===== config.mk =====
export PLATFORM = sky130hd
export DESIGN_NAME = rs_entry_allocator
export DESIGN_NICKNAME = d
export VERILOG_FILES = /design/src/rtl/rs_entry_allocator_pkg.sv /design/src/rtl/rs_free_pick.sv /design/src/rtl/rs_entry_allocator.sv
export SDC_FILE = /design/constraint.sdc
export NUM_CORES = 1
export LEC_CHECK = 0
export BUFFER_PORTS_ARGS = -buffer_cell sky130_fd_sc_hd__buf_2
export CAP_MARGIN = 15
export CORE_ASPECT_RATIO = 1.75
export CORE_MARGIN = 4
export CORE_UTILIZATION = 46
export DETAILED_ROUTE_END_ITERATION = 8
export PLACE_DENSITY = 0.73
export SKIP_CTS_REPAIR_TIMING = 1
export SLEW_MARGIN = 20
export SYNTH_ARGS = -nofsm -noshare
export SYNTH_HDL_FRONTEND = slang
export SYNTH_SLANG_ARGS = --single-unit
export TNS_END_PERCENT = 100

===== constraint.sdc =====
create_clock -name clk -period 3.17 [get_ports clk]
set_input_delay 0.634 -clock clk [delete_from_list [all_inputs] [get_ports clk]]
set_output_delay 0.634 -clock clk [all_outputs]
set_load 0.03 [all_outputs]

===== src/rtl/rs_entry_allocator_pkg.sv =====
// Shared scheduler types for the reservation-station entry pool.
package rs_entry_allocator_pkg;

    localparam int unsigned RS_ENTRIES = 16;
    localparam int unsigned RS_IDX_W   = $clog2(RS_ENTRIES);
    localparam int unsigned RS_CNT_W   = $clog2(RS_ENTRIES) + 1;

    typedef logic [RS_IDX_W-1:0]   rs_idx_t;
    typedef logic [RS_ENTRIES-1:0] rs_mask_t;

    typedef enum logic {
        RS_RUN   = 1'b0,
        RS_FLUSH = 1'b1
    } rs_alloc_state_t;

endpackage


===== src/rtl/rs_free_pick.sv =====
// Combinational lowest-zero finder over an entry-valid mask.
module rs_free_pick #(
    parameter  int unsigned N     = rs_entry_allocator_pkg::RS_ENTRIES,
    localparam int unsigned IDX_W = $clog2(N)
) (
    input  logic [N-1:0]     mask,
    output logic [IDX_W-1:0] idx,
    output logic             found
);

    // Scan from the top down so the lowest free index is written last and wins.
    always_comb begin
        idx   = '0;
        found = 1'b0;
        for (int i = N - 1; i >= 0; i--) begin
            if (!mask[i]) begin
                idx   = IDX_W'(i);
                found = 1'b1;
            end
        end
    end

endmodule


===== src/rtl/rs_entry_allocator.sv =====
// Reservation-station entry pool: grants one free entry per cycle to dispatch,
// returns entries on issue, and clears the pool on flush.
module rs_entry_allocator #(
    parameter  int unsigned RS_ENTRIES = rs_entry_allocator_pkg::RS_ENTRIES,
    parameter  int unsigned AF_MARGIN  = 2,
    localparam int unsigned IDX_W      = $clog2(RS_ENTRIES),
    localparam int unsigned CNT_W      = $clog2(RS_ENTRIES) + 1
) (
    input  logic                  clk,
    input  logic                  rst,
    input  logic                  disp_valid,
    output logic                  disp_ready,
    output logic                  alloc_fire,
    output logic [IDX_W-1:0]      alloc_entry,
    input  logic                  issue_valid,
    input  logic [IDX_W-1:0]      issue_entry,
    input  logic                  flush,
    output logic [RS_ENTRIES-1:0] valid_mask,
    output logic [CNT_W-1:0]      occupancy,
    output logic                  full,
    output logic                  empty,
    output logic                  almost_full,
    output logic                  err_bad_free
);

    import rs_entry_allocator_pkg::*;

    rs_alloc_state_t       state;
    logic [IDX_W-1:0]      pick_idx;
    logic                  pick_found;
    logic                  running;
    logic                  issue_ok;
    logic                  legal_free;
    logic                  bad_free;
    logic [RS_ENTRIES-1:0] mask_next;
    logic [CNT_W-1:0]      occ_next;
    logic [CNT_W-1:0]      free_cnt;

    rs_free_pick #(
        .N (RS_ENTRIES)
    ) u_free_pick (
        .mask  (valid_mask),
        .idx   (pick_idx),
        .found (pick_found)
    );

    // Status flags decoded purely from the registered occupancy.
    assign free_cnt    = CNT_W'(RS_ENTRIES) - occupancy;
    assign full        = (occupancy == CNT_W'(RS_ENTRIES));
    assign empty       = (occupancy == '0);
    assign almost_full = (free_cnt <= CNT_W'(AF_MARGIN));

    // Dispatch handshake; an entry freed this cycle is not visible until the next.
    assign running     = (state == RS_RUN);
    assign alloc_entry = pick_found ? pick_idx : '0;
    assign disp_ready  = rst && running && !full && !flush;
    assign alloc_fire  = disp_valid && disp_ready;

    // Issue qualification: ignored during reset, flush, and the FLUSH state.
    assign issue_ok   = rst && running && !flush && issue_valid;
    assign legal_free = issue_ok && valid_mask[issue_entry];
    assign bad_free   = issue_ok && !valid_mask[issue_entry];

    // Next mask and occupancy from one allocation and at most one legal free.
    always_comb begin
        mask_next = valid_mask;
        if (alloc_fire) begin
            mask_next[alloc_entry] = 1'b1;
        end
        if (legal_free) begin
            mask_next[issue_entry] = 1'b0;
        end
        occ_next = occupancy + CNT_W'(alloc_fire) - CNT_W'(legal_free);
    end

    // RUN/FLUSH controller with pool state and sticky error flag.
    always_ff @(posedge clk) begin
        if (!rst) begin
            state        <= RS_RUN;
            valid_mask   <= '0;
            occupancy    <= '0;
            err_bad_free <= 1'b0;
        end else begin
            case (state)
                RS_RUN: begin
                    if (flush) begin
                        state      <= RS_FLUSH;
                        valid_mask <= '0;
                        occupancy  <= '0;
                    end else begin
                        valid_mask <= mask_next;
                        occupancy  <= occ_next;
                        if (bad_free) begin
                            err_bad_free <= 1'b1;
                        end
                    end
                end
                RS_FLUSH: begin
                    valid_mask <= '0;
                    occupancy  <= '0;
                    state      <= flush ? RS_FLUSH : RS_RUN;
                end
                default: begin
                    state      <= RS_RUN;
                    valid_mask <= '0;
                    occupancy  <= '0;
                end
            endcase
        end
    end

    function automatic logic [CNT_W-1:0] popcount(input logic [RS_ENTRIES-1:0] m);
        logic [CNT_W-1:0] c;
        c = '0;
        for (int i = 0; i < int'(RS_ENTRIES); i++) begin
            c = c + CNT_W'(m[i]);
        end
        return c;
    endfunction

    // Occupancy counter must always agree with the number of set mask bits.
    always @(posedge clk) begin
        if (rst) begin
            assert (occupancy == popcount(valid_mask));
        end
    end

endmodule


; Word-level counts from Yosys, hierarchy flattened
; Index checks and enable logic that the tools add are counted.
[totals]
inputBits = 9
wordCells = 79
output_inout_bits = 31
ff_bits = 23
[op_classes]
eq_ne = 1
reduce_logical = 15
magnitude_cmp = 5
n_addsub = 3
muxes = 46
bitwise = 5
[ops]
columns = op, n
row1 = $mux 4, 17
row2 = $mux 16, 3
row3 = $pmux 16 s2, 1
row4 = $mux 1, 20
row5 = $and 16x16->16, 1
row6 = $not 16->16, 1
row7 = $or 16x16->16, 1
row8 = $logic_and 1x1->1, 10
row9 = $lt 4x5->1 const B, 2
row10 = $pmux 5 s2, 1
row11 = $demux 1 s4, 2
row12 = $ge 4x1->1 const B, 2
row13 = $add 5x1->5, 1
row14 = $eq 5x5->1 const B, 1
row15 = $le 5x2->1 const B, 1
row16 = $logic_not 5->1, 1
row17 = $mux 5, 1
row18 = $sub 5x1->5, 1
row19 = $sub 5x5->5 const A, 1
row20 = $bmux 1 s4, 1
row21 = $logic_not 1->1, 3
row22 = $reduce_and 3->1, 1
row23 = $not 1->1, 2

; Longest topological paths before layout
[logic_depth]
ltp_word = 27
ltp_mapped = 16
depth_no_buf = 15

; Modules after synthesis
; A second synthesis with hierarchy kept.
[hier_totals]
cells_unflattened = 186
area_unflattened_um2 = 1590.3
[modules_own_cells]
columns = module, cells_per_inst, n_inst, area_per_inst_um2, seq_area_each_um2
row1 = rs_entry_allocator, 152, 1, 1423.9, 460.4
row2 = rs_free_pick, 34, 1, 166.4, 0.0

; Worst setup path before layout
; No wires, ideal clock.
[synth_path]
kind = input-to-reg
from = input port issue_entry[3]
to = register occupancy[4]
setup_time_ns = 0.070
stages = 15
setup_slack_ns = 0.039
path_buffers = 1
required_time_ns = 3.100
t_arrival_ns = 3.061
path_cell_list = clkbuf_1 mux4_2 mux2_2 o21ai_0 nor2_1 ha_1 inv_1 ha_1 inv_1 fa_1 nor2_1 nor2_1 nor2_1 or3_1 a21oi_1
[synth_between]
elab_chain_cells = 6
[synth_lines]
columns = element, line_no
row1 = "start, declared", rs_entry_allocator.sv:16  ; input logic [IDX_W-1:0] issue_entry,
row2 = $bmux 1 s4, rs_entry_allocator.sv:61  ; assign legal_free = issue_ok && valid_mask[issue_entry];
row3 = $mux 1 (not written as such), rs_entry_allocator.sv:61
row4 = $logic_and 1x1->1, rs_entry_allocator.sv:61
row5 = $sub 5x1->5, rs_entry_allocator.sv:73  ; occ_next = occupancy + CNT_W'(alloc_fire) - CNT_W'(legal_free);
row6 = $mux 5, rs_entry_allocator.sv:86  ; if (flush) begin
row7 = $pmux 5 s2, rs_entry_allocator.sv:84  ; case (state)
row8 = "end signal, assigned", rs_entry_allocator.sv:92  ; occupancy <= occ_next;
row9 = "end, declared", rs_entry_allocator.sv:19  ; output logic [CNT_W-1:0] occupancy,
; Every way passes these cells. The select of a mux whose other input is x is not followed.
; A chain may end at the register's enable or synchronous reset.

; Worst setup path in the final report
[layout_path]
from = input port issue_entry[1]
to = register occupancy[4]
; The elaborated chain is that of the path after synthesis.

==> flow_summary_export.csv <==
group,metric,value,unit
status,status,"finished, final reports clean",
worst_setup_path,cp_num_buf_inv,3,
route,met2WireLength,2680,um
yosys,netlist_area,1710,um2
final_layout,fillers,331,
floorplan,core-area,3590,um2
floorplan,io_pins,40,
floorplan,die_w,54.0,um
final_layout,fin_cells,301,
final_layout,drive_gt1_share,31.4,%
global_routing,overflow,0,
final_layout,n_antenna_cell,0,
worst_setup_path,crit_chain,"buf_2 > mux4_1 > mux2_2 > o21ai_2 > nor2_1 > ha_1 > inv_1 > ha_2 > inv_2 > fa_2 > nor2_1 > nor2_1 > nor2_1 > or3_1 > a21oi_2",
route,met3_length,389,um
final_layout,final_cell_mix,"buf_2 (39), nand2_1 (26), dfxtp_1 (23)",
sta,whs,478,ps
sta,relSlewSlack,44.6,%
clock_network,clock_sinks,23,
sta,skew,2.58,ps
global_routing,grt_pass1_wl,8210,um
sta,rsz0062_at_grt,"no",
placed_design,io_buffers,39,
sta,finalSetupTns,0,ps
worst_setup_path,reg2reg_to,"occupancy[4]$_SDFF_PP0_",
route,m1WireLength,1890,um
worst_hold_path,hold_class,"reg -> reg",
route,drt_iter0_drc,100,
worst_setup_path,endpoint_kind,"flop",
yosys,synth_cells,205,
yosys,synth.yosys.seq_area_share,27.0,%
yosys,ys_types,49,
worst_setup_path,worst-path-max-fanout,3,
clock_network,cts_buffers,3,
worst_setup_path,ff2ff_setup_slack,360,ps
route,top_layer_used,"met4",
route,ant_nets,0,
worst_setup_path,reg2regPathDepth,14,
clock_network,htree_levels,1,
sta,finalCriticalPeriod,3000,ps
worst_setup_path,cp_slowest_stage_delay,540,ps
sta,worstMarginPinSlew,831,ps
worst_setup_path,cp_data_arrival_time,3200,ps
global_routing,grt_pass1_vias,1682,
global_routing,grt_max_degree,15,
route,dr_total_vias,1806,
worst_setup_path,cp_top_family,"multiplexers",
clock_network,cts_tree,"yes",
floorplan,rows,29,
placed_design,place_inst,296,
floorplan,start_util,47.5,%
worst_setup_path,worstPathRequired,3370,ps
worst_setup_path,cp-start-kind,"primary input",
floorplan,dieArea,4780,um2
final_layout,design_area,2090,um2
yosys,synth-main-ff-cell,"dfxtp_1",
final_layout,nNetsFinal,277,
sta,slew_violations,0,
route,routed_wl,5300,um
yosys,synth-edff-count,0,
run,drv_cap,0,
pwr,power_density,270,nW/um2
pwr,p_leak,0.890,nW
floorplan,die_y,88.5,um
worst_hold_path,min_to,"err_bad_free$_SDFFE_PN0P_",
yosys,synth-seq-cells,23,
clock_network,clk_path_buf_depth,2,
yosys,syn-num-nets,226,
final_layout,synthToLayoutAreaGrowth,22.3,%
worst_setup_path,r2r_start,"valid_mask[11]$_SDFF_PP0_",
final_layout,layout_commonest_cell,"buf_2",
route,first_pass_iters,4,
sta,fmax,0.333,GHz
worst_setup_path,crit_path_top_delay_cell,"mux4_1",
clock_network,root_buffer,"clkbuf_8",
route,wl_per_cell,17.6,um
pwr,ir_drop,0.161,mV
placed_design,dpl-instance-area,2020,um2
global_routing,grt_use_total,23.7,%
sta,hold_viol,0,
worst_hold_path,hold_start,"err_bad_free$_SDFFE_PN0P_",
clock_network,clk_transition_reported_paths,80,ps
yosys,async_flop_share,0,%
route,drc,0,
worst_setup_path,critical_path_class,"in -> reg",
yosys,yosysWarnings,0,
worst_hold_path,holdPathStages,1,
worst_setup_path,crit_top_cell,"nor2_1",
placed_design,place_congestion,0.966,
sta,finalSetupViolCount,0,
yosys,synth_area_per_cell,8.32,um2
global_routing,antenna_found_initial,0,
clock_network,clock_latency,270,ps
placed_design,hpwl,4160,um
route,routed_via_density,6.00,
sta,fin_crit_sh,94.6,%
==> synth_stat cells, types with 2 or more instances <==
master    instances  share of area, %
nand4_1           8               2.9
ha_1             11               8.1
and3_1            3               1.1
and2_1            3               1.1
nor3_1            2              0.59
mux4_1            2               3.1
xnor2_1           4               2.1
or4_1             2              0.88
o21ai_0           9               2.6
buf_4             2              0.88
o41ai_1           2               1.0
a31oi_1           2              0.73
nand3_1          13               3.8
clkbuf_1          6               1.3
buf_6             2               1.3
nand2b_1          2              0.73
dfxtp_1          23                27
nor2b_1           6               2.2
inv_1            11               2.4
nand2_1          26               5.7
nor2_1           19               4.2
a21oi_1          10               2.9
and4_1            3               1.5
and3b_1           2               1.0
and4_2            2               1.2
o31ai_1           3               1.3
mux4_2            2               2.6
a311oi_1          4               2.1
==> metrics by stage <==
stage / util, % / setup slack (ps) / power, mW
after CTS: 57.5 / 43.6 / 0.562
after detailed placement: 56.3 / -249 / 0.381
after global placement: 56.3 / -126 / 0.380
after global routing: 58.1 / 8.88 / 0.579
after floorplan: - / 39.2 / 0.353
final: 58.1 / 171 / 0.564
==> layout make-up <==
cell class              instances  area (um2)  area share [%]
inverters                      11        41.3            1.98
repair buffers                 57         334            16.0
clock buffers                   4        45.0            2.16
multi-input cells             160        1150            55.0
flip-flops and latches         23         460            22.1
well taps                      46        57.6            2.76
==> worst max-delay path by stage <==
stage | startpoint | to | depth (start not counted)
after floorplan | issue_entry[3] | occupancy[4]$_SDFF_PP0_ | 15
after global placement | issue_entry[1] | occupancy[4]$_SDFF_PP0_ | 15
after detailed placement | issue_entry[1] | occupancy[4]$_SDFF_PP0_ | 15
after CTS | issue_entry[1] | occupancy[4]$_SDFF_PP0_ | 15
after global routing | issue_entry[1] | occupancy[4]$_SDFF_PP0_ | 15
final | issue_entry[1] | occupancy[4]$_SDFF_PP0_ | 15
==> routing by layer <==
layer / up-vias / GRT usage (%)
li1: 840 / -
met1: 831 / 25.6
met2: 104 / 42.7
met3: 31 / 2.87
met4: 0 / 13.2
met5: - / 0
==> cell families after synthesis <==
family,Yosys count,synth area share [%]
compound gates,37,15.8
xor+xnor,5,2.57
fa+ha+maj,12,9.24
buf+inv,22,6.24
flops,23,27.0
mux,6,6.97
simple gates,100,32.2
==> report_power, final <==
group | leakage (nW) | switching [mW] | internal (mW)
clock | 0.0228 | 0.0962 | 0.0899
sequential | 0.186 | 0.00274 | 0.292
combinational | 0.682 | 0.0530 | 0.0304
==> worst reg2reg max path: cells and delay by family (launching register included) <==
family | cells | cell delay [ps]
AO/OA/AOI/OAI | 2 | 250
flip-flops | 1 | 380
buffers and inverters | 2 | 100
multiplexers | 2 | 770
AND/OR/NAND/NOR | 5 | 610
adder cells (fa/ha/maj) | 3 | 640
==> sequential cells by signal, summed over array words and instances, names as in the netlist <==
name / cells
occupancy: 5
state: 1
valid_mask: 16
err_bad_free: 1
Note: power is estimated with default switching activity, not from simulation.
